### src/rtl/mod12_pkg.sv
// mod12_pkg: shared state type and mod-12 counter constants.
package mod12_pkg;
  typedef enum logic [1:0] {IDLE, RUN, DONE} state_e;
  localparam int MOD12_W = 4;
  localparam logic [MOD12_W-1:0] MOD12_MAX = 4'd11;
endpackage

### src/rtl/mod12_run_ctrl_core.sv
// mod12_core: registered mod-12 counter, load has priority over enable, wrap pulses on 11->0.
module mod12_core
  import mod12_pkg::*;
(
  input  logic               clk,
  input  logic               rst,
  input  logic               ld,
  input  logic [MOD12_W-1:0] d,
  input  logic               en,
  output logic [MOD12_W-1:0] q,
  output logic               wrap
);
  logic [MOD12_W-1:0] q_q, q_d;
  logic wrap_q, wrap_d;
  always_comb begin
    q_d = ld ? d : en ? (q_q == MOD12_MAX ? '0 : q_q + 1'b1) : q_q;
    wrap_d = !ld && en && q_q == MOD12_MAX;
  end
  always_ff @(posedge clk) begin
    if (rst) begin
      q_q <= '0;
      wrap_q <= 1'b0;
    end else begin
      q_q <= q_d;
      wrap_q <= wrap_d;
    end
  end
  assign q = q_q;
  assign wrap = wrap_q;
endmodule

### src/rtl/mod12_run_ctrl.sv
// mod12_run_ctrl: runs a mod-12 counter from start_val for steps advances, one per PRESCALE clocks.
// Optional MOD12_RUN_CTRL_PAUSE_EN adds a pause input that freezes an in-progress run.
module mod12_run_ctrl
  import mod12_pkg::*;
#(
  parameter int PRESCALE = 1,
  parameter int STEPS_W  = 8
) (
  input  logic               clk,
  input  logic               rst,
  input  logic               start,
  input  logic [MOD12_W-1:0] start_val,
  input  logic [STEPS_W-1:0] steps,
`ifdef MOD12_RUN_CTRL_PAUSE_EN
  input  logic               pause,
`endif
  output logic               busy,
  output logic               done,
  output logic               err,
  output logic [MOD12_W-1:0] q,
  output logic               wrap
);
  localparam int PW = PRESCALE > 1 ? $clog2(PRESCALE) : 1;
  localparam logic [PW-1:0] PMAX = PW'(PRESCALE - 1);
  state_e state_q;
  logic [PW-1:0] presc_q;
  logic [STEPS_W-1:0] rem_q;
  logic busy_q, done_q, err_q;
  logic pause_w, ld, en;
`ifdef MOD12_RUN_CTRL_PAUSE_EN
  assign pause_w = pause;
`else
  assign pause_w = 1'b0;
`endif
  always_comb begin
    ld = state_q == IDLE && start && start_val <= MOD12_MAX;
    en = state_q == RUN && !pause_w && presc_q == PMAX;
  end
  always_ff @(posedge clk) begin
    if (rst) begin
      state_q <= IDLE;
      presc_q <= '0;
      rem_q <= '0;
      busy_q <= 1'b0;
      done_q <= 1'b0;
      err_q <= 1'b0;
    end else begin
      done_q <= 1'b0;
      err_q <= 1'b0;
      case (state_q)
        IDLE: begin
          if (start && !ld) err_q <= 1'b1;
          if (ld) begin
            rem_q <= steps;
            presc_q <= '0;
            busy_q <= 1'b1;
            state_q <= steps == '0 ? DONE : RUN;
          end
        end
        RUN: begin
          if (en) begin
            presc_q <= '0;
            rem_q <= rem_q - 1'b1;
            if (rem_q == STEPS_W'(1)) state_q <= DONE;
          end else if (!pause_w) begin
            presc_q <= presc_q + 1'b1;
          end
        end
        DONE: begin
          done_q <= 1'b1;
          busy_q <= 1'b0;
          state_q <= IDLE;
        end
        default: state_q <= IDLE;
      endcase
    end
  end
  mod12_core u_core (
    .clk (clk),
    .rst (rst),
    .ld  (ld),
    .d   (start_val),
    .en  (en),
    .q   (q),
    .wrap(wrap)
  );
  assign busy = busy_q;
  assign done = done_q;
  assign err = err_q;
endmodule

### config.mk
export PLATFORM = sky130hd
export DESIGN_NAME = mod12_run_ctrl
export DESIGN_NICKNAME = d
export VERILOG_FILES = /design/src/rtl/mod12_pkg.sv /design/src/rtl/mod12_run_ctrl_core.sv /design/src/rtl/mod12_run_ctrl.sv
export SDC_FILE = /design/constraint.sdc
export NUM_CORES = 1
export LEC_CHECK = 0
export BUFFER_PORTS_ARGS = -buffer_cell sky130_fd_sc_hd__clkbuf_2
export CAP_MARGIN = 20
export CORE_AREA = 2 2 48 50
export CTS_CLUSTER_SIZE = 25
export DETAILED_ROUTE_END_ITERATION = 16
export DIE_AREA = 0 0 50 52
export HOLD_SLACK_MARGIN = 0.06
export MAX_ROUTING_LAYER = met4
export PLACE_DENSITY = 0.71
export SYNTH_ARGS = -nofsm -noshare
export SYNTH_HDL_FRONTEND = slang
export SYNTH_HIERARCHICAL = 1
export SYNTH_SLANG_ARGS = --single-unit
### constraint.sdc
create_clock -name clk -period 2.2 [get_ports clk]
set_clock_uncertainty 0.1 [all_clocks]
set_input_delay 0.55 -clock clk [delete_from_list [all_inputs] [get_ports clk]]
set_output_delay 0.55 -clock clk [all_outputs]
set_load 0.01 [all_outputs]
# --- Yosys cells after proc, flatten, opt, wreduce, memory -nomap -nowiden ---
# Cells that the tools add are included.
totals:
  register_bits: 19
  out_inout_bits: 8
  word_cells: 56
op_classes:
  addsub: 3
  n_lt_le_gt_ge: 1
  n_eq_ne: 7
  mux: 18
  bitwise_logic: 2
  reduce_logical: 17
op_table:
  columns: ["cell", "count"]
  rows:
  - ["$mux 8", 2]
  - ["$pmux 8 s2", 1]
  - ["$mux 4", 3]
  - ["$eq 8x1->1 const B", 1]
  - ["$logic_not 8->1", 1]
  - ["$mux 2", 4]
  - ["$sub 8x1->8 const B", 1]
  - ["$logic_and 1x1->1", 6]
  - ["$ne 2x1->1 const B", 3]
  - ["$reduce_and 3->1", 2]
  - ["$reduce_bool 2->1", 3]
  - ["$mux 1", 5]
  - ["$add 4x1->4 const B", 1]
  - ["$eq 4x4->1 const B", 1]
  - ["$le 4x4->1 const B", 1]
  - ["$pmux 1 s2", 2]
  - ["$pmux 2 s2", 1]
  - ["$reduce_and 2->1", 2]
  - ["$eq 2x1->1 const B", 1]
  - ["$eq 2x2->1 const B", 1]
  - ["$logic_not 2->1", 1]
  - ["$not 1->1", 2]
  - ["$reduce_or 2->1", 1]
  - ["$add 1x1->1 const B", 1]
  - ["$logic_not 1->1", 1]

# --- Longest topological paths before layout ---
# Gate-level depths: netlist of the first run.
depth:
  ltp_word: 6
  ltp_mapped: 7

# --- Cells and area by module ---
# Netlist of the first run, hierarchy kept.
modules_own_cells:
  columns: ["mod", "n_inst", "cells_each", "area_per_inst_um2"]
  rows:
  - ["mod12_run_ctrl", 1, 94, 787.0]
  - ["mod12_core", 1, 31, 264.0]

# --- Worst setup path after synthesis of the first run ---
# Ideal clock, no wire load.
synth_timing:
  path_kind: "input-to-reg"
  startpoint: "input start_val[3]"
  endpoint: "register u_core.q_q[3] (netlist: u_core/q[3])"
  setup_time_ps: 81
  t_arrival_ps: 1724
  required_time_ps: 2019
  slack_ps: 295
  stages: 6
  n_path_buf: 1
  cell_sequence: "nand2_1 > nor3b_1 > buf_2 > nor2_1 > a221o_1 > a41oi_1"
synth_via:
  elab_chain_len: 3
synth_rtl:
  columns: ["element", "line", "text"]
  rows:
  - ["from (decl)", "mod12_run_ctrl.sv:12", "input logic [MOD12_W-1:0] start_val,"]
  - ["$le 4x4->1 *", "mod12_run_ctrl.sv:36", "ld = state_q == IDLE && start && start_val <= MOD12_MAX;"]
  - ["$logic_and 1x1->1 *", "mod12_run_ctrl.sv:36", null]
  - ["via ld", "mod12_run_ctrl.sv:29", "logic pause_w, ld, en;"]
  - ["$mux 4 / $reduce_bool 2->1 (equally long branches)", null, null]
  - ["to (signal assigned)", "mod12_run_ctrl_core.sv:24", "q_q <= q_d;"]
  - ["to (decl)", "mod12_run_ctrl_core.sv:13", "logic [MOD12_W-1:0] q_q, q_d;"]
# The timed path passes the listed nets; every way through them passes the cells marked *.
# A chain may end at the register's enable or synchronous reset.

# --- Worst setup path after layout of the first run ---
layout_timing:
  startpoint: "register rem_q[1]"
  endpoint: "register rem_q[6]"
layout_via:
  elab_chain_len: 3
layout_rtl:
  columns: ["element", "line", "text"]
  rows:
  - ["from (decl)", "mod12_run_ctrl.sv:27", "logic [STEPS_W-1:0] rem_q;"]
  - ["from (signal assigned)", "mod12_run_ctrl.sv:54", "rem_q <= steps;"]
  - ["from (signal assigned)", "mod12_run_ctrl.sv:63", "rem_q <= rem_q - 1'b1;"]
  - ["$sub 8x1->8", "mod12_run_ctrl.sv:63", null]
  - ["$mux 8", "mod12_run_ctrl.sv:61", "if (en) begin"]
  - ["$pmux 8 s2", "mod12_run_ctrl.sv:50", "case (state_q)"]
# Every way passes these cells. The select of a mux whose other input is x is not followed.

==> results of run 1 <==
cell type report:
type / instances / area [um^2]
Inverter: 10 / 37.5
Sequential cell: 19 / 380
Fill cell: 205 / 876
Tap cell: 28 / 35.0
Multi-Input combinational cell: 90 / 603
Clock buffer: 4 / 26.3
Timing Repair Buffer: 27 / 148
through the flow:
stage / power (mW) / cells / utilization (%)
2_1_floorplan: 0.612 / 125 / -
6_report: 0.866 / 178 / 58.4
3_3_place_gp: 0.689 / 174 / 57.2
4_1_cts: 0.874 / 178 / 58.4
3_5_place_dp: 0.696 / 174 / 57.2
5_1_grt: 0.921 / 178 / 58.4
Yosys cell counts, types with 3 or more instances:
cell type / number
nand2_1: 8
nor2_1: 15
a21oi_1: 9
dfxtp_1: 19
ha_1: 3
buf_2: 3
nand2b_1: 3
nor4_1: 6
inv_1: 9
o31ai_1: 4
a211oi_1: 4
nor3_1: 3
final timing paths:
path	end	slack, ns	cells past startpoint
setup / recovery	rem_q[6]$_SDFFE_PP0P_	0.39	6
setup reg to reg	rem_q[6]$_SDFFE_PP0P_	0.39	6
hold / removal	u_core/q[0]$_SDFFE_PP0P_	0.39	3
hold reg to reg	busy$_SDFFE_PP0P_	0.40	2
critical path, delay by kind of cell, from the launching register on:
family | cells | cell delay [ns]
flops | 1 | 0.35
simple gates | 2 | 0.53
compound gates | 2 | 0.44
buf+inv | 1 | 0.10
fa+ha+maj | 1 | 0.18
registers in the layout, summed over array words and instances, names as in the netlist:
| signal | count |
|---|---|
| u_core/q | 4 |
| u_core/wrap | 1 |
| state_q | 2 |
| busy | 1 |
| rem_q | 8 |
| done | 1 |
| presc_q | 1 |
| err | 1 |
cell families (layout without fill, tap and decap cells):
group,Yosys count,count (layout),share of synthesized area [%]
simple gates,49,49,24.5
compound gates,36,36,27.3
flops,19,19,36.2
buf+inv,16,41,6.43
fa+ha+maj,3,3,3.57
mux,2,2,2.02
report_power, final:
part / total (mW) / switching, mW / internal (mW)
Sequential: 0.422 / 0.0425 / 0.379
Combinational: 0.269 / 0.149 / 0.120
Clock: 0.176 / 0.105 / 0.0704
routing by layer:
metal	part of all wire (%)	global-route usage, %	up-vias
met4	0.49	7.41	0
li1	-	-	525
met3	2.6	2.59	2
met2	49	38.2	20
met5	0	-	-
met1	48	24.4	454
==> reports/metrics.cfg, run 1 <==
[routing]
viasPerCell = 5.62
num_vias = 1001
drt_wl_total_mm = 2.46
drt_iter0_drc = 24
drtPass1Iterations = 4
wl_per_cell_um = 13.8
drc_errors = 0
ant_nets = 0

[synth]
yosysTopAreaCell = dfxtp_1
synthTopCellsByArea = dfxtp_1 (36%), nor2_1 (5.4%), a21oi_1 (4.3%), ha_1 (3.6%), nor4_1 (3.6%)
synth-async-reset-ratio_pct = 0
synth_area_um2 = 1050
ys_ff_latch = 19
avgSynthCellArea_um2 = 8.41
synth.yosys.seq_area_share_pct = 36.2
synth-main-ff-cell = dfxtp_1
synth_edf_count = 0
ys_types = 44
netlist_instances = 125
yosysTopAreaCellShare_pct = 36.2
yosys_warnings = 6
synth_fp_nets = 143

[clock_tree]
clockBufferDepth = 2
cts.sinks = 19
htreeDepth = 1
cts_made_buffers = 3
cts_tree = built
cts-root-buf = clkbuf_4
clk_pin_slew_worst_paths_ns = 0.11
postCtsHoldBufs = 0
post_cts_resized = 0
postCtsSetupRepairBufs = 0
clock_latency_ns = 0.29

[timing]
fin_crit_ns = 1.81
setup_viol = 0
rsz0062_at_grt = false
slew_viol_final = 0
tns_ns = 0
worst_pin_slew_ns = 0.500
fin_crit_sh_pct = 82.5
holdWs_ns = 0.388
relSlewSlack_pct = 66.3
worst_slack_ns = 0.385
hold_viol = 0
max_freq_ghz = 0.551

[critical_path]
end_kind = flip-flop
startpoint_type = flip-flop
slowest_delay_ns = 0.42
r2r_start = rem_q[1]$_SDFFE_PP0P_
worstPathArrival_ns = 1.89
required_ns = 2.27
cp_slowest_cell = or4_1
worstSetupStartpoint = rem_q[1]$_SDFFE_PP0P_
worstPathMaxFanout = 4
worstPathCellList = inv_1 -> ha_1 -> nand2b_1 -> or4_1 -> a211oi_1 -> o32ai_2
crit_type = flip-flop to flip-flop

[global_route]
grt_start_max_net_pins = 20
grt_pass1_vias = 996
grt_use_total_pct = 21.2
gr-total-overflow = 0
antenna_found_initial = 0
grt_pass1_wl_mm = 4.13

[min_path]
hp-start = start_val[0]
worstHoldPathType = primary input to flip-flop

[placed_design]
gp_congestion = 0.837
pre_cts_slack_ns = 0.322
dp_hpwl_mm = 1.80
dpl_cell_area_um2 = 1200
io_buffers = 22

[final_layout]
final_common_cell = clkbuf_2
final_area_um2 = 1230
layout_common_cells = clkbuf_2 (22), dfxtp_1 (19), nor2_1 (15)
area_growth_syn_to_layout_pct = 17.0
drive_gt1_share_pct = 24.0
n_antenna_cell = 0
nets = 169

[power]
leakagePower_nw = 0.516
vdd_drop_max_mv = 0.400
powerDensity_nw_per_um2 = 704

[die]
die_h_um = 52
start_util_pct = 49.9
io_pins = 23
core.rowCount = 17
die_w_um = 50
core_area_um2 = 2110
dieArea_um2 = 2600

[status]
status = complete, no violations

[run]
cap_violations = 0

(Power assumes the default switching activity.)
==> run 2: changes to the inputs <==
==> constraint.sdc (replaced) <==
create_clock -name clk -period 1.8 [get_ports clk]
set_clock_uncertainty 0.1 [all_clocks]
set_input_delay 0.45 -clock clk [delete_from_list [all_inputs] [get_ports clk]]
set_output_delay 0.45 -clock clk [all_outputs]
set_load 0.01 [all_outputs]
==> reports/metrics.cfg, run 2 (synthesized netlist as in run 1, its figures left out) <==
[global_route]
gr-total-overflow = 0
grt_pass1_wl_mm = 4.30
antenna_found_initial = 0
grt_pass1_vias = 1017
grt_start_max_net_pins = 20
grt_use_total_pct = 22.3

[routing]
drt_wl_total_mm = 2.55
num_vias = 1084
wl_per_cell_um = 13.9
ant_nets = 0
drc_errors = 0
viasPerCell = 5.89
drt_iter0_drc = 22
drtPass1Iterations = 4

[critical_path]
worstSetupStartpoint = rem_q[1]$_SDFFE_PP0P_
r2r_start = rem_q[1]$_SDFFE_PP0P_
crit_type = flip-flop to flip-flop
rrSetupSlack_ns = 0.11
crit_path_end = rem_q[6]$_SDFFE_PP0P_
worstPathMaxFanout = 4
startpoint_type = flip-flop
end_kind = flip-flop
r2r_cells = 6
regToRegEndpoint = rem_q[6]$_SDFFE_PP0P_
required_ns = 1.89
worstPathArrival_ns = 1.78

[timing]
worst_pin_slew_ns = 0.456
fin_crit_sh_pct = 93.8
rsz0062_at_grt = false
relSlewSlack_pct = 69.3
fin_crit_ns = 1.69
setup_viol = 0
slew_viol_final = 0
max_freq_ghz = 0.592
holdWs_ns = 0.293
tns_ns = 0
worst_slack_ns = 0.112
hold_viol = 0

[die]
start_util_pct = 49.9
die_w_um = 50
io_pins = 23
core.rowCount = 17
core_area_um2 = 2110
dieArea_um2 = 2600
die_h_um = 52

[placed_design]
io_buffers = 22
dp_hpwl_mm = 1.94
pre_cts_slack_ns = 0.0887
gp_congestion = 0.899

[power]
p_sw_share_pct = 33.9
p_clk_share_pct = 19.6
p_seq_share_pct = 46.3
pwr-share-comb_pct = 34.1
intPower_uw = 724
powerDensity_nw_per_um2 = 850
vdd_drop_max_mv = 0.494
p_switching_uw = 371
leakagePower_nw = 0.548

[clock_tree]
cts.sinks = 19
postCtsHoldBufs = 0
clockBufferDepth = 2
cts_tree = built
cts-root-buf = clkbuf_4
cts_made_buffers = 3
clk_pin_slew_worst_paths_ns = 0.10
htreeDepth = 1
clock_latency_ns = 0.29

[final_layout]
area_growth_syn_to_layout_pct = 22.5
largest-register = rem_q
final_util_pct = 61.1
drive_gt1_share_pct = 28.8
n_antenna_cell = 0
layout_common_cells = clkbuf_2 (22), dfxtp_1 (19), nor2_1 (14)
final_common_cell = clkbuf_2
nets = 175
largest_reg_flops = 8

[status]
status = complete, no violations

[min_path]
worstHoldPathType = primary input to flip-flop
min_path_cells = 3
hp-start = start_val[0]

[run]
cap_violations = 0

## run 2: through the flow
stage | power, mW | area (um^2) | cells
floorplan | 0.750 | 1060 | 125
global placement | 0.873 | 1260 | 180
detailed placement | 0.880 | 1260 | 180
CTS | 1.10 | 1280 | 184
global route | 1.16 | 1290 | 184
finish | 1.09 | 1290 | 184
## run 2: power groups by stage
stage | Sequential (mW) | Clock [mW] | Combinational [mW]
after global routing | 0.514 | 0.234 | 0.412
final | 0.507 | 0.214 | 0.373
after floorplan | 0.516 | 0 | 0.234
after CTS | 0.506 | 0.222 | 0.367
after global placement | 0.513 | 0 | 0.359
after detailed placement | 0.515 | 0 | 0.365
## run 2: worst min path at each step
| stage | end | slack, ns |
|---|---|---|
| after floorplan | rem_q[6]$_SDFFE_PP0P_ | 0.36 |
| after global placement | busy$_SDFFE_PP0P_ | 0.37 |
| after detailed placement | rem_q[6]$_SDFFE_PP0P_ | 0.38 |
| after CTS | u_core/q[0]$_SDFFE_PP0P_ | 0.28 |
| after global routing | u_core/q[0]$_SDFFE_PP0P_ | 0.30 |
| final | u_core/q[0]$_SDFFE_PP0P_ | 0.29 |
## run 2: critical path, stage by stage (launching register included)
cell and delay [ns]:
dfxtp_1 0.33, inv_1 0.10, ha_1 0.18, nand2b_1 0.10, or4_1 0.43, a211oi_2 0.25, o32ai_2 0.10
## run 2: timing repair
item | 4_1_cts | 5_1_grt
resized for setup | 0 | 1
setup endpoints to repair | 0 | 1
buffers inserted | 0 | 0
## run 2: cell type report
cell class / count / area (um^2)
well taps: 28 / 35.0
fillers: 189 / 818
flip-flops and latches: 19 / 380
multi-input cells: 90 / 616
inverters: 10 / 37.5
repair buffers: 33 / 193
clock buffers: 4 / 26.3
## run 2: layer usage
metal  vias up  GRT usage (%)  part of all wire [%]
met1       511           25.0                    45
met2        33           39.9                    49
met3         4           2.59                   5.2
met5         -              -                     0
met4         0           10.2                   1.5
li1        536              -                     -
==> run 3: changes to the inputs <==
--- a/config.mk
+++ b/config.mk
@@ -5,15 +5,16 @@
 export SDC_FILE = /design/constraint.sdc
 export NUM_CORES = 1
 export LEC_CHECK = 0
+export ABC_AREA = 1
 export BUFFER_PORTS_ARGS = -buffer_cell sky130_fd_sc_hd__clkbuf_2
 export CAP_MARGIN = 20
-export CORE_AREA = 2 2 48 50
+export CORE_AREA = 2 2 59 61
 export CTS_CLUSTER_SIZE = 25
 export DETAILED_ROUTE_END_ITERATION = 16
-export DIE_AREA = 0 0 50 52
+export DIE_AREA = 0 0 61 63
 export HOLD_SLACK_MARGIN = 0.06
 export MAX_ROUTING_LAYER = met4
-export PLACE_DENSITY = 0.71
+export PLACE_DENSITY = 0.49
 export SYNTH_ARGS = -nofsm -noshare
 export SYNTH_HDL_FRONTEND = slang
 export SYNTH_HIERARCHICAL = 1
==> constraint.sdc (replaced) <==
create_clock -name clk -period 1.7 [get_ports clk]
set_clock_uncertainty 0.1 [all_clocks]
set_input_delay 0.425 -clock clk [delete_from_list [all_inputs] [get_ports clk]]
set_output_delay 0.425 -clock clk [all_outputs]
set_load 0.01 [all_outputs]
==> reports/metrics.cfg, run 3 <==
[final_layout]
drive_gt1_share_pct = 24.0
final_common_cell = nand2_1
layout_common_cells = nand2_1 (31), clkbuf_2 (22), nor2_1 (19), dfxtp_1 (19), inv_1 (17)
largest_reg_flops = 8
nets = 202
n_antenna_cell = 0
instances_no_fill = 229
largest-register = rem_q
area_growth_syn_to_layout_pct = 20.0

[synth]
netlist_instances = 154
synth-async-reset-ratio_pct = 0
ys_types = 27
synth.yosys.seq_area_share_pct = 35.7
yosys_warnings = 6
synth_fp_nets = 172
ys_ff_latch = 19
synth.most_common_cell = nand2_1
synth_edf_count = 0
avgSynthCellArea_um2 = 6.92
synth-main-ff-cell = dfxtp_1
synthTopCellsByArea = dfxtp_1 (36%), nand2_1 (11%), nor2_1 (6.7%), a21oi_1 (6.1%), inv_1 (6.0%)
netlist_top_cells_count = nand2_1 (31), dfxtp_1 (19), nor2_1 (19)
yosysTopAreaCell = dfxtp_1
yosysTopAreaCellShare_pct = 35.7
synth_area_um2 = 1070

[global_route]
grt_pass1_wl_mm = 4.25
antenna_found_initial = 0
grt_start_max_net_pins = 12
gr-total-overflow = 0
grt_pass1_vias = 978
grt_use_total_pct = 15.0

[timing]
tns_ns = 0
hold_viol = 0
max_freq_ghz = 0.662
fin_crit_ns = 1.51
setup_viol = 0
worst_pin_slew_ns = 0.290
slew_viol_final = 0
worst_slack_ns = 0.189
rsz0062_at_grt = false
fin_crit_sh_pct = 88.9
relSlewSlack_pct = 80.6

[die]
core_area_um2 = 3230
core.rowCount = 21
dieArea_um2 = 3840
start_util_pct = 33.0
die_h_um = 63
io_pins = 23
die_w_um = 61

[routing]
num_vias = 1046
drc_errors = 0
drtPass1Iterations = 4
drt_wl_total_mm = 2.48
ant_nets = 0
wl_per_cell_um = 10.8
viasPerCell = 4.57
drt_iter0_drc = 30

[clock_tree]
clock_latency_ns = 0.29
cts.sinks = 19
postCtsSetupRepairBufs = 0
cts-root-buf = clkbuf_4
postCtsHoldBufs = 0
clockBufferDepth = 2
cts_tree = built
htreeDepth = 1
clk_pin_slew_worst_paths_ns = 0.11
post_cts_resized = 0
cts_made_buffers = 3

[placed_design]
placed_cells = 225
io_buffers = 22
gp_congestion = 0.791
dp_hpwl_mm = 1.94
pre_cts_slack_ns = 0.0971

[critical_path]
startpoint_type = flip-flop
worstPathMaxFanout = 9
worstPathArrival_ns = 1.66
required_ns = 1.85
crit_type = flip-flop to flip-flop
end_kind = flip-flop

[power]
p_switching_uw = 415
pwr-share-comb_pct = 32.0
p_seq_share_pct = 47.4
p_sw_share_pct = 36.4
p_clk_share_pct = 20.7
vdd_drop_max_mv = 0.359
intPower_uw = 725
powerDensity_nw_per_um2 = 892
leakagePower_nw = 0.596

[run]
cap_violations = 0

[min_path]
worstHoldPathType = primary input to flip-flop

[status]
status = complete, no violations

==> run 3: changes by cell type after synthesis, moves of 5 or more <==
cell | before | now
nand2_1 | 8 | 31
nor4_1 | 6 | 1
inv_1 | 9 | 17
o21ai_1 | 0 | 5
o21ai_0 | 1 | 9
nand3_1 | 1 | 9
==> run 3: power by group through the flow <==
stage          sequential, mW  clock (mW)  combinational [mW]
6_report                0.540       0.236               0.364
2_1_floorplan           0.546           0               0.263
4_1_cts                 0.540       0.249               0.371
3_5_place_dp            0.550           0               0.369
5_1_grt                 0.547       0.276               0.420
3_3_place_gp            0.549           0               0.366
==> run 3: final timing paths <==
| check | end | slack, ns | cells past startpoint | start |
|---|---|---|---|---|
| setup / recovery | u_core/q[1]$_SDFFE_PP0P_ | 0.19 | 7 | state_q[1]$_SDFFE_PP0P_ |
| setup reg to reg | u_core/q[1]$_SDFFE_PP0P_ | 0.19 | 7 | state_q[1]$_SDFFE_PP0P_ |
| hold reg to reg | presc_q$_SDFFE_PP0P_ | 0.38 | 2 | presc_q$_SDFFE_PP0P_ |
| hold / removal | err$_SDFF_PP0_ | 0.27 | 3 | start |
==> run 3: logic make-up (layout without fill, tap and decap cells) <==
family | Yosys count | after routing | synth area share, %
flops | 19 | 19 | 35.7
compound gates | 35 | 35 | 18.5
xor+xnor | 2 | 2 | 1.64
simple gates | 73 | 73 | 31.7
fa+ha+maj | 3 | 3 | 3.52
buf+inv | 22 | 51 | 8.92
==> run 3: per-stage QoR <==
step                      hold WS (ns)  util (%)  total power, mW  instance area (um^2)
final                            0.273      39.6             1.14                  1280
after global routing             0.265      39.6             1.24                  1280
after CTS                        0.259      39.6             1.16                  1280
after detailed placement         0.362      38.8            0.919                  1250
after global placement           0.350      38.8            0.916                  1250
after floorplan                  0.345         -            0.809                  1070
==> run 3: worst max-delay path: stages, from the launching register on <==
cell and delay [ns]:
dfxtp_1 0.44, nor2_2 0.08, nand3_2 0.07, inv_1 0.14, nor2_1 0.29, nand2_1 0.10, a31o_1 0.21, inv_1 0.04
==> run 3: per-layer routing <==
metal	wire length, um	global-route usage [%]
met5	0	-
met4	19	4.89
met3	83	2.48
met2	1200	22.8
met1	1180	20.1
==> run 3: final cells by class <==
type                    instances  area (um^2)
clock buffers                   4         26.3
repair buffers                 26          140
fillers                       379         1950
flip-flops and latches         19          380
multi-input cells             113          591
inverters                      21         83.8
well taps                      46         57.6
